==> config.mk <==
export PLATFORM = sky130hd
export DESIGN_NAME = axi_lite_reg_slice_flat
export DESIGN_NICKNAME = d
export VERILOG_FILES = /design/src/rtl/axi_lite_reg_slice_if.sv /design/src/rtl/axi_lite_reg_slice.sv /design/src/flat_wrapper.sv
export SDC_FILE = /design/constraint.sdc
export NUM_CORES = 1
export LEC_CHECK = 0
export CORE_MARGIN = 5
export CORE_UTILIZATION = 25
export DETAILED_ROUTE_END_ITERATION = 10
export GPL_ROUTABILITY_DRIVEN = 0
export GPL_TIMING_DRIVEN = 0
export PLACE_DENSITY = 0.45
export SYNTH_ARGS = -nofsm -noshare
export SYNTH_HDL_FRONTEND = slang
export SYNTH_SLANG_ARGS = --single-unit
export TNS_END_PERCENT = 5
==> constraint.sdc <==
create_clock -name aclk -period 1.8 [get_ports aclk]
set_input_delay 0.36 -clock aclk [delete_from_list [all_inputs] [get_ports aclk]]
set_output_delay 0.36 -clock aclk [all_outputs]
set_load 0.01 [all_outputs]
==> src/rtl/axi_lite_reg_slice_if.sv <==
// AXI4-Lite bus bundle: all five channels of one link.
// The master modport drives requests (AW, W, AR) and accepts responses (B, R);
// the slave modport is the mirror image.
interface axi_lite_reg_slice_if #(
    parameter int ADDR_WIDTH = 32,
    parameter int DATA_WIDTH = 32
);
    // write address channel
    logic [ADDR_WIDTH-1:0]   awaddr;
    logic [2:0]              awprot;
    logic                    awvalid;
    logic                    awready;

    // write data channel
    logic [DATA_WIDTH-1:0]   wdata;
    logic [DATA_WIDTH/8-1:0] wstrb;
    logic                    wvalid;
    logic                    wready;

    // write response channel
    logic [1:0]              bresp;
    logic                    bvalid;
    logic                    bready;

    // read address channel
    logic [ADDR_WIDTH-1:0]   araddr;
    logic [2:0]              arprot;
    logic                    arvalid;
    logic                    arready;

    // read data channel
    logic [DATA_WIDTH-1:0]   rdata;
    logic [1:0]              rresp;
    logic                    rvalid;
    logic                    rready;

    modport master (
        output awaddr, awprot, awvalid,
        input  awready,
        output wdata, wstrb, wvalid,
        input  wready,
        input  bresp, bvalid,
        output bready,
        output araddr, arprot, arvalid,
        input  arready,
        input  rdata, rresp, rvalid,
        output rready
    );

    modport slave (
        input  awaddr, awprot, awvalid,
        output awready,
        input  wdata, wstrb, wvalid,
        output wready,
        output bresp, bvalid,
        input  bready,
        input  araddr, arprot, arvalid,
        output arready,
        output rdata, rresp, rvalid,
        input  rready
    );
endinterface

==> src/rtl/axi_lite_reg_slice.sv <==
// Five-channel AXI4-Lite register slice.
// Every channel is an independent two-entry skid buffer (main + skid register),
// so no valid, ready or payload path is combinational between the two ports,
// while a channel still moves one beat per cycle when downstream keeps ready high.
// Request channels (AW, W, AR) run s -> m, response channels (B, R) run m -> s.
//
// Per-channel state, encoded as {main_valid, skid_valid}:
//   state | meaning
//   EMPTY | nothing buffered, in_ready=1
//   ONE   | main holds the beat presented downstream, in_ready=1
//   FULL  | main presented, skid holds the next beat, in_ready=0
//   2'b01 | skid without main: unreachable, flagged by an assertion
module axi_lite_reg_slice #(
    parameter int ADDR_WIDTH = 32,
    parameter int DATA_WIDTH = 32
) (
    input  logic                   aclk,
    input  logic                   areset,
    axi_lite_reg_slice_if.slave    s,
    axi_lite_reg_slice_if.master   m
);

    typedef enum logic [1:0] {
        EMPTY = 2'b00,
        ONE   = 2'b10,
        FULL  = 2'b11
    } state_t;

    localparam int NUM_CH = 5;
    localparam int CH_AW  = 0;
    localparam int CH_W   = 1;
    localparam int CH_B   = 2;
    localparam int CH_AR  = 3;
    localparam int CH_R   = 4;

    // packed payload widths per channel
    localparam int AX_BITS = ADDR_WIDTH + 3;
    localparam int W_BITS  = DATA_WIDTH + DATA_WIDTH / 8;
    localparam int B_BITS  = 2;
    localparam int R_BITS  = DATA_WIDTH + 2;

    for (genvar g = 0; g < NUM_CH; g++) begin : g_chan

        localparam int PW = (g == CH_AW || g == CH_AR) ? AX_BITS :
                            (g == CH_W)                ? W_BITS  :
                            (g == CH_B)                ? B_BITS  : R_BITS;

        // generic view: "in" is the upstream side of the channel, "out" downstream
        logic          in_valid;
        logic [PW-1:0] in_data;
        logic          out_ready;
        logic          out_valid;

        state_t        state_q,    state_d;
        logic [PW-1:0] main_q,     main_d;
        logic [PW-1:0] skid_q,     skid_d;
        logic          in_ready_q, in_ready_d;

        logic          in_fire;
        logic          out_fire;

        assign out_valid = (state_q != EMPTY);
        assign in_fire   = in_valid && in_ready_q;
        assign out_fire  = out_valid && out_ready;

        // next-state and payload steering for the skid buffer
        always_comb begin
            state_d    = state_q;
            main_d     = main_q;
            skid_d     = skid_q;
            in_ready_d = in_ready_q;

            case (state_q)
                EMPTY: begin
                    if (in_fire) begin
                        main_d  = in_data;
                        state_d = ONE;
                    end
                end
                ONE: begin
                    if (in_fire && out_fire) begin
                        // replace the departing beat in place: full throughput
                        main_d = in_data;
                    end else if (out_fire) begin
                        state_d = EMPTY;
                    end else if (in_fire) begin
                        // downstream stalled: park the new beat behind main
                        skid_d  = in_data;
                        state_d = FULL;
                    end
                end
                FULL: begin
                    // in_ready is low here, so only the drain can happen
                    if (out_fire) begin
                        main_d  = skid_q;
                        skid_d  = '0;
                        state_d = ONE;
                    end
                end
                default: begin
                    state_d = EMPTY;
                end
            endcase

            // upstream ready is registered: it depends only on our own next state
            in_ready_d = (state_d != FULL);
        end

        // state, payload and ready registers with synchronous reset
        always_ff @(posedge aclk) begin
            if (areset) begin
                state_q    <= EMPTY;
                main_q     <= '0;
                skid_q     <= '0;
                in_ready_q <= 1'b0;
            end else begin
                state_q    <= state_d;
                main_q     <= main_d;
                skid_q     <= skid_d;
                in_ready_q <= in_ready_d;
            end
        end

        a_legal_state : assert property (@(posedge aclk) disable iff (areset)
            state_q inside {EMPTY, ONE, FULL})
            else $error("skid entry valid without main entry");

        // bind the generic channel onto the concrete AXI signals
        if (g == CH_AW) begin : g_map
            assign in_valid              = s.awvalid;
            assign in_data               = {s.awaddr, s.awprot};
            assign s.awready             = in_ready_q;
            assign m.awvalid             = out_valid;
            assign {m.awaddr, m.awprot}  = main_q;
            assign out_ready             = m.awready;
        end else if (g == CH_W) begin : g_map
            assign in_valid              = s.wvalid;
            assign in_data               = {s.wdata, s.wstrb};
            assign s.wready              = in_ready_q;
            assign m.wvalid              = out_valid;
            assign {m.wdata, m.wstrb}    = main_q;
            assign out_ready             = m.wready;
        end else if (g == CH_B) begin : g_map
            assign in_valid              = m.bvalid;
            assign in_data               = m.bresp;
            assign m.bready              = in_ready_q;
            assign s.bvalid              = out_valid;
            assign s.bresp               = main_q;
            assign out_ready             = s.bready;
        end else if (g == CH_AR) begin : g_map
            assign in_valid              = s.arvalid;
            assign in_data               = {s.araddr, s.arprot};
            assign s.arready             = in_ready_q;
            assign m.arvalid             = out_valid;
            assign {m.araddr, m.arprot}  = main_q;
            assign out_ready             = m.arready;
        end else begin : g_map
            assign in_valid              = m.rvalid;
            assign in_data               = {m.rdata, m.rresp};
            assign m.rready              = in_ready_q;
            assign s.rvalid              = out_valid;
            assign {s.rdata, s.rresp}    = main_q;
            assign out_ready             = s.rready;
        end
    end

endmodule

==> src/flat_wrapper.sv <==
// flat-port wrapper written by rule: the top's interface ports become plain ports
module axi_lite_reg_slice_flat 
#(
    parameter int ADDR_WIDTH = 32,
    parameter int DATA_WIDTH = 32
)
  (aclk, areset, s_awaddr, s_awprot, s_awvalid, s_awready, s_wdata, s_wstrb, s_wvalid, s_wready, s_bresp, s_bvalid, s_bready, s_araddr, s_arprot, s_arvalid, s_arready, s_rdata, s_rresp, s_rvalid, s_rready, m_awaddr, m_awprot, m_awvalid, m_awready, m_wdata, m_wstrb, m_wvalid, m_wready, m_bresp, m_bvalid, m_bready, m_araddr, m_arprot, m_arvalid, m_arready, m_rdata, m_rresp, m_rvalid, m_rready);
  axi_lite_reg_slice_if #(.ADDR_WIDTH(ADDR_WIDTH), .DATA_WIDTH(DATA_WIDTH)) s_i ();
  axi_lite_reg_slice_if #(.ADDR_WIDTH(ADDR_WIDTH), .DATA_WIDTH(DATA_WIDTH)) m_i ();
  input  logic aclk;
  input  logic areset;
  input wire logic [$bits(s_i.awaddr)-1:0] s_awaddr;
  input wire logic [$bits(s_i.awprot)-1:0] s_awprot;
  input wire logic [$bits(s_i.awvalid)-1:0] s_awvalid;
  output wire logic [$bits(s_i.awready)-1:0] s_awready;
  input wire logic [$bits(s_i.wdata)-1:0] s_wdata;
  input wire logic [$bits(s_i.wstrb)-1:0] s_wstrb;
  input wire logic [$bits(s_i.wvalid)-1:0] s_wvalid;
  output wire logic [$bits(s_i.wready)-1:0] s_wready;
  output wire logic [$bits(s_i.bresp)-1:0] s_bresp;
  output wire logic [$bits(s_i.bvalid)-1:0] s_bvalid;
  input wire logic [$bits(s_i.bready)-1:0] s_bready;
  input wire logic [$bits(s_i.araddr)-1:0] s_araddr;
  input wire logic [$bits(s_i.arprot)-1:0] s_arprot;
  input wire logic [$bits(s_i.arvalid)-1:0] s_arvalid;
  output wire logic [$bits(s_i.arready)-1:0] s_arready;
  output wire logic [$bits(s_i.rdata)-1:0] s_rdata;
  output wire logic [$bits(s_i.rresp)-1:0] s_rresp;
  output wire logic [$bits(s_i.rvalid)-1:0] s_rvalid;
  input wire logic [$bits(s_i.rready)-1:0] s_rready;
  output wire logic [$bits(m_i.awaddr)-1:0] m_awaddr;
  output wire logic [$bits(m_i.awprot)-1:0] m_awprot;
  output wire logic [$bits(m_i.awvalid)-1:0] m_awvalid;
  input wire logic [$bits(m_i.awready)-1:0] m_awready;
  output wire logic [$bits(m_i.wdata)-1:0] m_wdata;
  output wire logic [$bits(m_i.wstrb)-1:0] m_wstrb;
  output wire logic [$bits(m_i.wvalid)-1:0] m_wvalid;
  input wire logic [$bits(m_i.wready)-1:0] m_wready;
  input wire logic [$bits(m_i.bresp)-1:0] m_bresp;
  input wire logic [$bits(m_i.bvalid)-1:0] m_bvalid;
  output wire logic [$bits(m_i.bready)-1:0] m_bready;
  output wire logic [$bits(m_i.araddr)-1:0] m_araddr;
  output wire logic [$bits(m_i.arprot)-1:0] m_arprot;
  output wire logic [$bits(m_i.arvalid)-1:0] m_arvalid;
  input wire logic [$bits(m_i.arready)-1:0] m_arready;
  input wire logic [$bits(m_i.rdata)-1:0] m_rdata;
  input wire logic [$bits(m_i.rresp)-1:0] m_rresp;
  input wire logic [$bits(m_i.rvalid)-1:0] m_rvalid;
  output wire logic [$bits(m_i.rready)-1:0] m_rready;
  assign s_i.awaddr = s_awaddr;
  assign s_i.awprot = s_awprot;
  assign s_i.awvalid = s_awvalid;
  assign s_awready = s_i.awready;
  assign s_i.wdata = s_wdata;
  assign s_i.wstrb = s_wstrb;
  assign s_i.wvalid = s_wvalid;
  assign s_wready = s_i.wready;
  assign s_bresp = s_i.bresp;
  assign s_bvalid = s_i.bvalid;
  assign s_i.bready = s_bready;
  assign s_i.araddr = s_araddr;
  assign s_i.arprot = s_arprot;
  assign s_i.arvalid = s_arvalid;
  assign s_arready = s_i.arready;
  assign s_rdata = s_i.rdata;
  assign s_rresp = s_i.rresp;
  assign s_rvalid = s_i.rvalid;
  assign s_i.rready = s_rready;
  assign m_awaddr = m_i.awaddr;
  assign m_awprot = m_i.awprot;
  assign m_awvalid = m_i.awvalid;
  assign m_i.awready = m_awready;
  assign m_wdata = m_i.wdata;
  assign m_wstrb = m_i.wstrb;
  assign m_wvalid = m_i.wvalid;
  assign m_i.wready = m_wready;
  assign m_i.bresp = m_bresp;
  assign m_i.bvalid = m_bvalid;
  assign m_bready = m_i.bready;
  assign m_araddr = m_i.araddr;
  assign m_arprot = m_i.arprot;
  assign m_arvalid = m_i.arvalid;
  assign m_i.arready = m_arready;
  assign m_i.rdata = m_rdata;
  assign m_i.rresp = m_rresp;
  assign m_i.rvalid = m_rvalid;
  assign m_rready = m_i.rready;
  axi_lite_reg_slice #(.ADDR_WIDTH(ADDR_WIDTH), .DATA_WIDTH(DATA_WIDTH)) u_core (.aclk(aclk), .areset(areset), .s(s_i), .m(m_i));
endmodule
Word level (Yosys, flattened, before mapping)
Cells that the tools add are included.

Bits in registers: 299. Output and inout port bits: 152. Word-level logic and storage cells: 180.

Eq/ne operators: 45. Muxes and demuxes: 70. Reduce and logical (&&, ||, !) cells: 45.

Operators by type and width (number): 35-bit two-way mux (12); 36-bit two-way mux (6); 35-bit case mux with 3 select lines (2); 34-bit two-way mux (6); 35-bit case mux with 2 select lines (2); 36-bit case mux with 3 select lines (1); 34-bit case mux with 3 select lines (1); 36-bit case mux with 2 select lines (1); 34-bit case mux with 2 select lines (1); 2-bit two-way mux (31); 2-bit by 1-bit != test with 1-bit output, second input constant (20); 2-bit case mux with 3 select lines (6); 2-bit != test, second input constant (15); 5-bit AND reduction (5); 2-bit == test, second input constant (10); 4-bit AND reduction (5); 2-bit nonzero test (10); 1-bit logical AND (15); 3-bit nonzero test (5); 2-bit logical NOT (5); 2-bit case mux with 2 select lines (1).

Depth between registers and ports, before layout
Gate-level depths: netlist of the first run.

Depth in word-level cells: 6. Gate-level depth with buffers: 7. Depth with buffers taken out: 3.

Worst setup path before layout of the first run
Ideal clock, no wire load.

Path type: input to register. Start point: input areset. End point: register u_core.g_chan[0].main_q[14]. Setup time: 0.147 ns. Data arrival time: 1.313 ns. Data required time: 1.653 ns. Setup slack: 0.340 ns. Stages: 5. Buffers on the path: 4. Cell sequence: buf_4 > buf_4 > buf_4 > clkbuf_1 > a311oi_2.

RTL lines: from (decl) (line flat_wrapper.sv:11) `input logic areset;`; to (signal assigned) (line axi_lite_reg_slice.sv:118) `main_q <= main_d;`; to (decl) (line axi_lite_reg_slice.sv:55) `logic [PW-1:0] main_q, main_d;`.

No word-level cell between the ends.

Worst setup path after layout of the first run
Start point: register u_core.g_chan[0].state_q[1]. End point: output m_awvalid.

Word-level cells in the longest chain between the ends: 1.

Ends and longest elaborated chain: from (decl) (line axi_lite_reg_slice.sv:54) `state_t state_q, state_d;`; from (signal assigned) (line axi_lite_reg_slice.sv:117) `state_q <= state_d;`; 2-bit nonzero test (line axi_lite_reg_slice.sv:62) `assign out_valid = (state_q != EMPTY);`; to (decl) (line flat_wrapper.sv:33) `output wire logic [$bits(m_i.awvalid)-1:0] m_awvalid;`.

No other way between the ends.

==> results of run 1 <==
stage by stage:
stage	instances	util
after global routing	2332	0.356
after global placement	2252	0.329
after CTS	2320	0.354
final	2333	0.356
after detailed placement	2252	0.329
after floorplan	1268	-
logic make-up after synthesis:
group,after synthesis
compound gates,450
flops,299
buf+inv,172
simple gates,347
layer usage:
| metal | vias to the layer above | track usage |
|---|---|---|
| met2 | 319 | 0.279 |
| met3 | 74 | 0.0446 |
| met1 | 5952 | 0.226 |
| li1 | 5751 | - |
| met4 | 12 | 0.0483 |
| met5 | - | 0 |
final cells by class:
cell class / instances / area share
multi-input cells: 797 / 0.335
flip-flops and latches: 299 / 0.328
repair buffers: 326 / 0.166
clock buffers: 57 / 0.0636
plain buffers: 160 / 0.0561
well taps: 680 / 0.0465
clock inverters: 6 / 0.00335
inverters: 4 / 0.000821
diodes: 4 / 0.000547
where the power goes:
group          switching (mW)  internal, mW  total [mW]
sequential              0.178          6.91        7.08
clock                    2.94          4.57        7.51
combinational            1.21          1.07        2.29
worst min-delay path by stage:
stage                                          start                           to  cells after the start
after floorplan           u_core.g_chan[2].skid_q[0]   u_core.g_chan[2].skid_q[0]                      2
after detailed placement  u_core.g_chan[2].skid_q[1]   u_core.g_chan[2].skid_q[1]                      2
final                                         areset  u_core.g_chan[0].skid_q[26]                      3
after CTS                                     areset  u_core.g_chan[0].skid_q[26]                      3
after global placement    u_core.g_chan[2].skid_q[1]   u_core.g_chan[2].skid_q[1]                      2
after global routing                          areset  u_core.g_chan[0].skid_q[25]                      3
cells in the final DEF, fill, tap and decap left out, types with 3 or more instances in the layout:
master           instances
dfxtp_1                291
clkdlybuf4s50_1        155
nand2_1                152
a31oi_1                146
nand3_1                143
dlygate4sd2_1          140
a311oi_2               120
a32o_1                 105
buf_2                   54
clkbuf_1                48
clkbuf_16               40
a22o_1                  34
buf_4                   30
buf_6                   25
a311oi_1                22
clkbuf_2                19
clkbuf_8                12
nand2b_1                11
buf_8                    7
a21o_1                   6
nor2_1                   6
a21oi_1                  5
and3_1                   5
diode_2                  4
and4bb_1                 4
nand3b_1                 4
clkbuf_4                 4
or2_4                    4
dfxtp_2                  4
dfxtp_4                  4
nor3_4                   3
nor3b_1                  3
buf_1                    3
inv_1                    3
o21ai_0                  3
and2_1                   3
o21ai_2                  3
clkinv_2                 3
dlymetal6s2s_1           3
critical path, delay by kind of cell, from the launching register on:
kind | cells | cell delay (ns)
buf+inv | 3 | 0.37
simple gates | 1 | 0.22
flops | 1 | 0.35
sequential cells by signal, summed over array words and instances (netlist names):
register               flops
u_core.g_chan.skid_q     142
u_core.s.arready           1
u_core.s.awready           1
u_core.m.bready            1
u_core.s.wready            1
u_core.g_chan.state_q     10
u_core.s.bresp             2
u_core.m.rready            1
u_core.g_chan.main_q     140
what timing repair did:
action | in CTS | in global routing
gates resized for setup | 217 | 53
pin swaps | 1 | 1
endpoints found under the setup margin | 246 | 172
setup buffers | 12 | 10
==> impl_results.md, run 1 <==
- LEAKAGE: between 7 and 8 nW
- Clock Path Buffers: 3
- Complex-gate fraction of the synthesized area: 0.340
- Slew @ Worst Pin: approximately 0.96 ns
- Outcome: finished, violations left
- Crit-path max cell delay: 0.35 ns
- Clock slew at reported path FFs: about 0.06 ns
- Reg2Reg Setup Slack: 0.08 ns
- Unrepaired setup endpoints after global routing: yes
- Dpl ws: -0.713 ns
- Max-slew headroom: 0.358
- Endpoints failing setup: 3
- Async set-or-reset flop fraction in the synthesized netlist: 0
- Synth Area in XOR/XNOR: 0
- Worst-path fanout max: 2
- Register area: roughly 0.0060 mm2
- Worst setup margin: -0.0374 ns
- Total number of vias: around 12000
- Pre-antenna DRT Iters: 6
- Via/cell ratio: ~5.2
- Met1 WL: approximately 22000 um
- WS Path Type: reg -> out
- Fillers: around 5200
- Num CTS Buffers: 38
- Cts hold-fix bufs: 0
- Main synth FF type: dfxtp_1
- DR top layer: met5
- Crit path launch: u_core.g_chan[0].state_q[1]
- Area growth, synth to finish: 40.6%
- Worst r2r dst: u_core.g_chan[1].main_q[8]
- Clock Latency Late Sink: between 0.5 and 0.6 ns
- WL met2: between 20000 and 25000 um
- Die width: 238 um
- Most common cell in the netlist: dfxtp_1
- Die area: 0.0567 mm2
- FP Rows: 83
- Setup tns final: -0.0876 ns
- Proportion of layout cells with a drive suffix above 1: 0.209
- Routed met3 length: roughly 3100 um
- IO Count: 306
- Syn_nets: between 1000 and 1500
- Most instantiated cells after synthesis: 299 x dfxtp_1, 152 x nand2_1, 146 x a31oi_1
- Ys Warns: 0
- PnR Total Power: approximately 17 mW
- Largest area contributor in the netlist: dfxtp_1
- Worst Setup End Kind: output pin
- Reg-to-reg critical path startpoint: u_core.g_chan[1].state_q[0]
- Max Cap Violations: 0
- Vias in the first global route: roughly 13000
- Post-Syn Instances: 1268
- Design Area, Final: approximately 0.018 mm2
- Initial antenna violation count: 11
- Hold Crit Class: in -> reg
- TritonCTS clock tree: built
- Largest net degree at the start of global routing: 20
- H-tree Lvls: 2
- Fmax: around 0.54 GHz
- Final period demand of the worst path: approximately 1.8 ns
- Main combinational cell family by area after synthesis: compound AO/OA/AOI/OAI gates
- Area of the multi-input gates: between 0.006 and 0.007 mm2
- Post-synthesis adder-cell area fraction: 0
- VDD IR-drop max: between 0.0005 and 0.0006 V
- DRC Markers: 0
- Port bufs: ~300
- Post-synth EDFFs: 0
- Slowest stage cell, crit path: dfxtp_4
- Die Height: between 200 and 250 um
- First-pass GRT wire length: 77200 um
- Top cells by area, synth: dfxtp_1 46%, a311oi_2 14%, a32o_1 8.1%
- Fin. Hold Viols: 0
- Critical Path Sink: m_awvalid
- Initial core utilization: 0.253
- DP HPWL: 35300 um
- Final critical-path share of the clock period: 1.02
- Synth Area per Inst: just over 10 um2
- Root Driver: clkbuf_16
- DR WL/cell: around 22 um
- FF-to-FF path depth: 6
- Slew Viols, Final: 0
- Crit path launch type: flip-flop
- Post-Syn Area: ~0.013 mm2
- Seq cells post-synth: around 300
- CP Data Required Time: between 1 and 1.5 ns
- Number of clock sinks: ~300
- Critical path, cell by cell: buf_8 -> clkbuf_16 -> or2_4 -> buf_6
- GR Overflow Total: 0
- Routed Antenna Nets: 0
- Hold Slack: around 0.37 ns
- Power Dens Cells: around 900 mW/mm2
- Critical Path AT: around 1.5 ns
- Fin nets: roughly 1800
- Simple-Gate Fraction of Synth Area: 0.130
- GR Util All Layers: 0.171
- Post-Route Skew: between 0.015 and 0.02 ns
- Cell variety after synth: 38
- Core footprint: ~0.051 mm2
- Post-synthesis mux area share: 0
- Placed inst area: 0.0169 mm2
- Violated checks: negative setup slack
- Routed wire length: a little over 50000 um
- Top cell type's share of synthesized area: 0.460
- Register area share after synthesis: 0.460
- Drt first-iter violations: between 700 and 800
No activity file was read; power rests on OpenSTA's default activity.
==> inputs of run 2 (changes only) <==
ABC_AREA = 1   (was default)
HOLD_SLACK_MARGIN = 0.15   (was default)
PLACE_DENSITY = 0.44   (was 0.45)
==> impl_results.md, run 2 <==
- Post-synth EDFFs: 0
- Vias in the first global route: ~14000
- DRC Markers: 0
- Max-slew headroom: 0.500
- Drt first-iter violations: 708
- FP Rows: 86
- Final critical-path share of the clock period: 0.963
- Slew Viols, Final: 0
- Post-Route Skew: 0.0235 ns
- Most common cell after layout, fill and taps aside: nand2_1
- Die width: 246 um
- Number of clock sinks: 299
- Root Driver: clkbuf_16
- Num CTS Buffers: 40
- Max Cap Violations: 0
- Cell variety after synth: 21
- Pre-antenna DRT Iters: 6
- IO Count: 306
- Fin nets: between 2000 and 3000
- Syn_nets: roughly 2400
- Initial core utilization: 0.253
- Sw Share: 0.263
- Fin util: 0.345
- Hold Crit Class: in -> reg
- Worst Hold Depth: 3
- Largest register FFs: between 100 and 150
- Crit path launch: u_core.g_chan[4].state_q[1]
- Initial antenna violation count: 7
- Setup bufs post-CTS: 0
- Fmax: roughly 0.58 GHz
- Most instantiated cells after synthesis: 674 x nand2_1, 481 x nor2_1, 327 x inv_1
- Outcome: completed
- Register area share after synthesis: 0.429
- Critical Path AT: about 1.4 ns
- Proportion of layout cells with a drive suffix above 1: 0.0571
- Power Dens Cells: about 900 mW/mm2
- Biggest regs: u_core.g_chan.skid_q x142, u_core.g_chan.main_q x140, u_core.g_chan.state_q x10
- DR WL/cell: 14.8 um
- Largest net degree at the start of global routing: 11
- FF-to-FF path depth: 7
- GR Overflow Total: 0
- Die Height: roughly 250 um
- Total number of vias: around 14000
- Clock Latency Late Sink: roughly 0.56 ns
- Slowest stage cell, crit path: dfxtp_1
- PnR Total Power: roughly 17 mW
- First-pass GRT wire length: about 77000 um
- Clk pwr share: 0.453
- Reg2Reg Setup Slack: ~0.19 ns
- VDD IR-drop max: around 0.00056 V
- TritonCTS clock tree: built
- Clock Path Buffers: 3
- Cell-internal power: roughly 13 mW
- Psw: approximately 4.5 mW
- Routed wire length: about 50000 um
- Clock slew at reported path FFs: ~0.050 ns
- Ys Warns: 0
- Worst Setup End Kind: output pin
- Worst-path fanout max: 4
- Most common cell in the netlist: nand2_1
- CP Data Required Time: ~1.4 ns
- Hold Slack: 0.424 ns
- Endpoints failing setup: 0
- Async set-or-reset flop fraction in the synthesized netlist: 0
- Reg-to-reg critical path startpoint: u_core.m.rready
- H-tree Lvls: 2
- Area growth, synth to finish: 36.4%
- Core footprint: between 0.05 and 0.06 mm2
- Via/cell ratio: about 4.2
- Top cells by area, synth: dfxtp_1 43%, nand2_1 18%, nor2_1 13%
- Routed Antenna Nets: 0
- Crit-path max cell delay: about 0.38 ns
- Top cell type's share of synthesized area: 0.429
- Post-Syn Instances: 2253
- WS Path Type: reg -> out
- Cts hold-fix bufs: 0
- Largest area contributor in the netlist: dfxtp_1
- LEAKAGE: about 9.7 nW
- GR Util All Layers: 0.159
- Slew @ Worst Pin: around 0.75 ns
- Critical Path Sink: s_rvalid
- Most flops, register: u_core.g_chan.skid_q
- Crit path launch type: flip-flop
- Worst r2r dst: u_core.g_chan[4].main_q[23]
- Synth Area per Inst: ~6.2 um2
- Post-Syn Area: around 0.014 mm2
- Port bufs: a little over 300
- Unrepaired setup endpoints after global routing: no
- Die area: between 0.06 and 0.07 mm2
- Critical path, cell by cell: inv_1 -> nand2_1 -> clkdlybuf4s15_1
- Combinational power share: 0.131
- Main synth FF type: dfxtp_1
- Reg power frac: 0.416
- Seq cells post-synth: 299
- Final period demand of the worst path: around 1.7 ns
- Most frequent cells in the layout: 674 x nand2_1, 481 x nor2_1, 327 x inv_1, 296 x dfxtp_1, 152 x clkdlybuf4s50_1
- DP HPWL: 38100 um
- Fin. Hold Viols: 0
## run 2: changes by cell type in the layout (fill, tap and decap cells not counted), moves of 34 or more
cell,delta
nand4_1,+71
nor2_1,+475
a22o_1,-34
inv_1,+324
a31oi_1,-144
o21ai_0,+141
a21oi_1,+58
nand2_1,+522
a32o_1,-105
nand3_1,-105
a311oi_2,-120
## run 2: routing by layer
| layer | track usage | share of wire | vias to the layer above |
|---|---|---|---|
| li1 | - | - | 7459 |
| met1 | 0.210 | 0.46 | 6263 |
| met3 | 0.0466 | 0.069 | 75 |
| met4 | 0.0420 | 0.020 | 10 |
| met2 | 0.256 | 0.45 | 293 |
| met5 | 0 | 0.0014 | - |
## run 2: cell type report
class,instances,area [um2]
Inverter,332,1250
Fill cell,6084,36200
Timing Repair Buffer,304,2850
Clock inverter,8,72.6
Sequential cell,299,5990
Multi-Input combinational cell,1487,6130
Antenna cell,2,5.00
Clock buffer,64,1200
Tap cell,748,936
Buffer,135,604
## run 2: metrics by stage
| stage | area [um2] | std cells | setup TNS, ns | worst slack (ns) |
|---|---|---|---|---|
| 2_1_floorplan | 14000 | 2253 | 0 | 0.472 |
| 3_3_place_gp | 17900 | 3305 | -56.10 | -0.436 |
| 3_5_place_dp | 17900 | 3305 | -60.05 | -0.459 |
| 4_1_cts | 19000 | 3377 | 0 | 0.00649 |
| 5_1_grt | 19000 | 3377 | 0 | 0.00642 |
| 6_report | 19000 | 3379 | 0 | 0.0668 |
## run 2: how the worst min path moves through the flow
stage / end / slack (ns) / from
4_1_cts: u_core.g_chan[1].skid_q[2] / 0.39 / s_wstrb[2]
2_1_floorplan: u_core.g_chan[2].skid_q[0] / 0.45 / u_core.g_chan[2].skid_q[0]
5_1_grt: u_core.g_chan[1].skid_q[3] / 0.44 / s_wstrb[3]
3_3_place_gp: u_core.g_chan[1].skid_q[28] / 0.46 / u_core.g_chan[1].skid_q[28]
6_report: u_core.g_chan[0].skid_q[31] / 0.42 / areset
3_5_place_dp: u_core.g_chan[1].skid_q[28] / 0.47 / u_core.g_chan[1].skid_q[28]
## run 2: logic make-up after synthesis
kind of cell           synth area share
and+or+nand+nor                   0.363
buffers and inverters             0.132
AOI/OAI and AO/OA                0.0755
DFF                               0.429
## run 2: worst max-delay path: cells and delay by family, from the launching register on
family | cells | cell delay [ns]
buffers and inverters | 2 | 0.35
AND/OR/NAND/NOR | 1 | 0.10
flip-flops | 1 | 0.38
## run 2: repair_timing
action                                  4_1_cts  5_1_grt
cloned                                        0        0
resized for setup                           160       12
pin swaps                                     0        0
endpoints found under the setup margin      152       47
## run 2: power by group through the flow
stage	logic [mW]	registers [mW]	clock network, mW
after global placement	2.43	7.26	0
after floorplan	1.05	7.34	0
after global routing	2.54	7.15	8.34
after detailed placement	2.43	7.27	0
after CTS	2.28	7.12	8.06
final	2.24	7.11	7.75
==> inputs of run 3 (changes only) <==
--- a/config.mk
+++ b/config.mk
@@ -8,2 +8,3 @@
 export ABC_AREA = 1
+export CAP_MARGIN = 20
 export CORE_MARGIN = 5
==> constraint.sdc (replaced) <==
create_clock -name aclk -period 1.8 [get_ports aclk]
set_input_delay 0.27 -clock aclk [delete_from_list [all_inputs] [get_ports aclk]]
set_output_delay 0.27 -clock aclk [all_outputs]
set_load 0.01 [all_outputs]
==> impl_results.md, run 3 (synthesis results as in run 2) <==
- Worst Hold Depth: 3
- Routed Antenna Nets: 0
- Hold Crit Class: in -> reg
- Clock Latency Late Sink: between 0.5 and 0.6 ns
- Fillers: just over 6000
- Outcome: completed
- Max-slew headroom: 0.503
- Root Driver: clkbuf_16
- Routed wire length: about 50000 um
- Clock Path Buffers: 3
- PnR Total Power: around 17 mW
- Max Cap Violations: 0
- Final critical-path share of the clock period: 0.971
- Vias in the first global route: 13572
- Fin util: 0.348
- Post-Route Skew: 0.0239 ns
- Critical path, cell by cell: clkdlybuf4s50_1
- Crit path launch type: flip-flop
- WS Path Type: reg -> out
- Fmax: around 0.57 GHz
- Initial antenna violation count: 7
- FF-to-FF path depth: 6
- FP Rows: 86
- Power Dens Cells: 897 mW/mm2
- Dpl ws: -0.369 ns
- Biggest regs: u_core.g_chan.skid_q x142, u_core.g_chan.main_q x140, u_core.g_chan.state_q x10
- DP HPWL: about 38000 um
- Largest delay contributor family on the critical path: buffers and inverters
- Total number of vias: 14106
- First-pass GRT wire length: between 70000 and 80000 um
- Worst path depth: 1
- Unrepaired setup endpoints after global routing: no
- Most common cell after layout, fill and taps aside: nand2_1
- Slew @ Worst Pin: ~0.75 ns
- Proportion of layout cells with a drive suffix above 1: 0.0559
- Most flops, register: u_core.g_chan.skid_q
- Pre-antenna DRT Iters: 5
- Die Height: about 250 um
- H-tree Lvls: 2
- Worst setup margin: about 0.053 ns
- GR Overflow Total: 0
- Largest net degree at the start of global routing: 11
- Fin nets: approximately 2800
- IO Count: 306
- Slowest stage cell, crit path: clkdlybuf4s50_1
- Drt first-iter violations: just over 700
- DRC Markers: 0
- GR Util All Layers: 0.159
- Die width: roughly 250 um
- Initial core utilization: 0.253
- LEAKAGE: roughly 9.4 nW
- Slew Viols, Final: 0
- DR WL/cell: approximately 15 um
- Die area: just over 0.06 mm2
- Most frequent cells in the layout: 674 x nand2_1, 481 x nor2_1, 327 x inv_1, 298 x dfxtp_1, 257 x clkdlybuf4s50_1
- Endpoints failing setup: 0
- Critical Path AT: ~1.5 ns
- Area growth, synth to finish: 37.6%
- Largest register FFs: between 100 and 150
- Final period demand of the worst path: around 1.7 ns
- Clock slew at reported path FFs: ~0.050 ns
- Crit-path max cell delay: slightly above 0.6 ns
- TritonCTS clock tree: built
- Worst Setup End Kind: output pin
- Setup tns final: 0 ns
- Fin cells: 3379
- Num CTS Buffers: 40
- Core footprint: 0.0552 mm2
- CP Data Required Time: 1.53 ns
- Post-placement cell count: ~3300
- Worst-path fanout max: 2
- Via/cell ratio: around 4.2
- Port bufs: between 300 and 400
- VDD IR-drop max: between 0.0005 and 0.0006 V
- Number of clock sinks: around 300
- Fin. Hold Viols: 0
- WP buf/inv: 1
[run 3: path summary, 6_finish.rpt]
| check | from | to | slack (ns) |
|---|---|---|---|
| max | u_core.g_chan[0].main_q[34] | m_awaddr[31] | 0.05 |
| min | areset | u_core.g_chan[0].skid_q[31] | 0.33 |
| max reg2reg | u_core.s.awready | u_core.g_chan[0].skid_q[21] | 0.20 |
| min reg2reg | u_core.g_chan[0].skid_q[20] | u_core.g_chan[0].skid_q[20] | 0.48 |
[run 3: per-stage QoR]
step / hold slack, ns / cell area (um2)
floorplan: 0.411 / 14000
finish: 0.333 / 19200
detailed placement: 0.473 / 17900
CTS: 0.301 / 19200
global placement: 0.464 / 17900
global route: 0.348 / 19200
[run 3: metal layers]
| layer | share of wire | up-vias | GRT usage |
|---|---|---|---|
| met5 | 0.0014 | - | 0 |
| met4 | 0.019 | 10 | 0.0420 |
| met3 | 0.071 | 73 | 0.0465 |
| met2 | 0.45 | 289 | 0.256 |
| met1 | 0.46 | 6274 | 0.210 |
| li1 | - | 7460 | - |
[run 3: what timing repair did]
item | 4_1_cts | 5_1_grt
resized for setup | 42 | 18
hold buffers | 0 | 0
buffers inserted | 0 | 0
endpoints found under the setup margin | 38 | 54
[run 3: tightest hold or removal path: cells and delay by family]
kind / cells / cell delay [ns]
compound gates: 1 / 0.15
buf+inv: 2 / 0.43
[run 3: cell type report]
type / instances / area, um2 / area share
inverters: 332 / 1250 / 0.0649
clock buffers: 64 / 1200 / 0.0626
well taps: 748 / 936 / 0.0487
multi-input cells: 1487 / 6130 / 0.319
clock inverters: 8 / 72.6 / 0.00378
plain buffers: 135 / 604 / 0.0315
flip-flops and latches: 299 / 5990 / 0.312
repair buffers: 304 / 3020 / 0.157
diodes: 2 / 5.00 / 0.000261
[run 3: power breakdown]
group	switching, mW	internal [mW]
Clock	3.04	4.71
Combinational	1.28	1.08
Sequential	0.174	6.95
Total	4.50	12.7
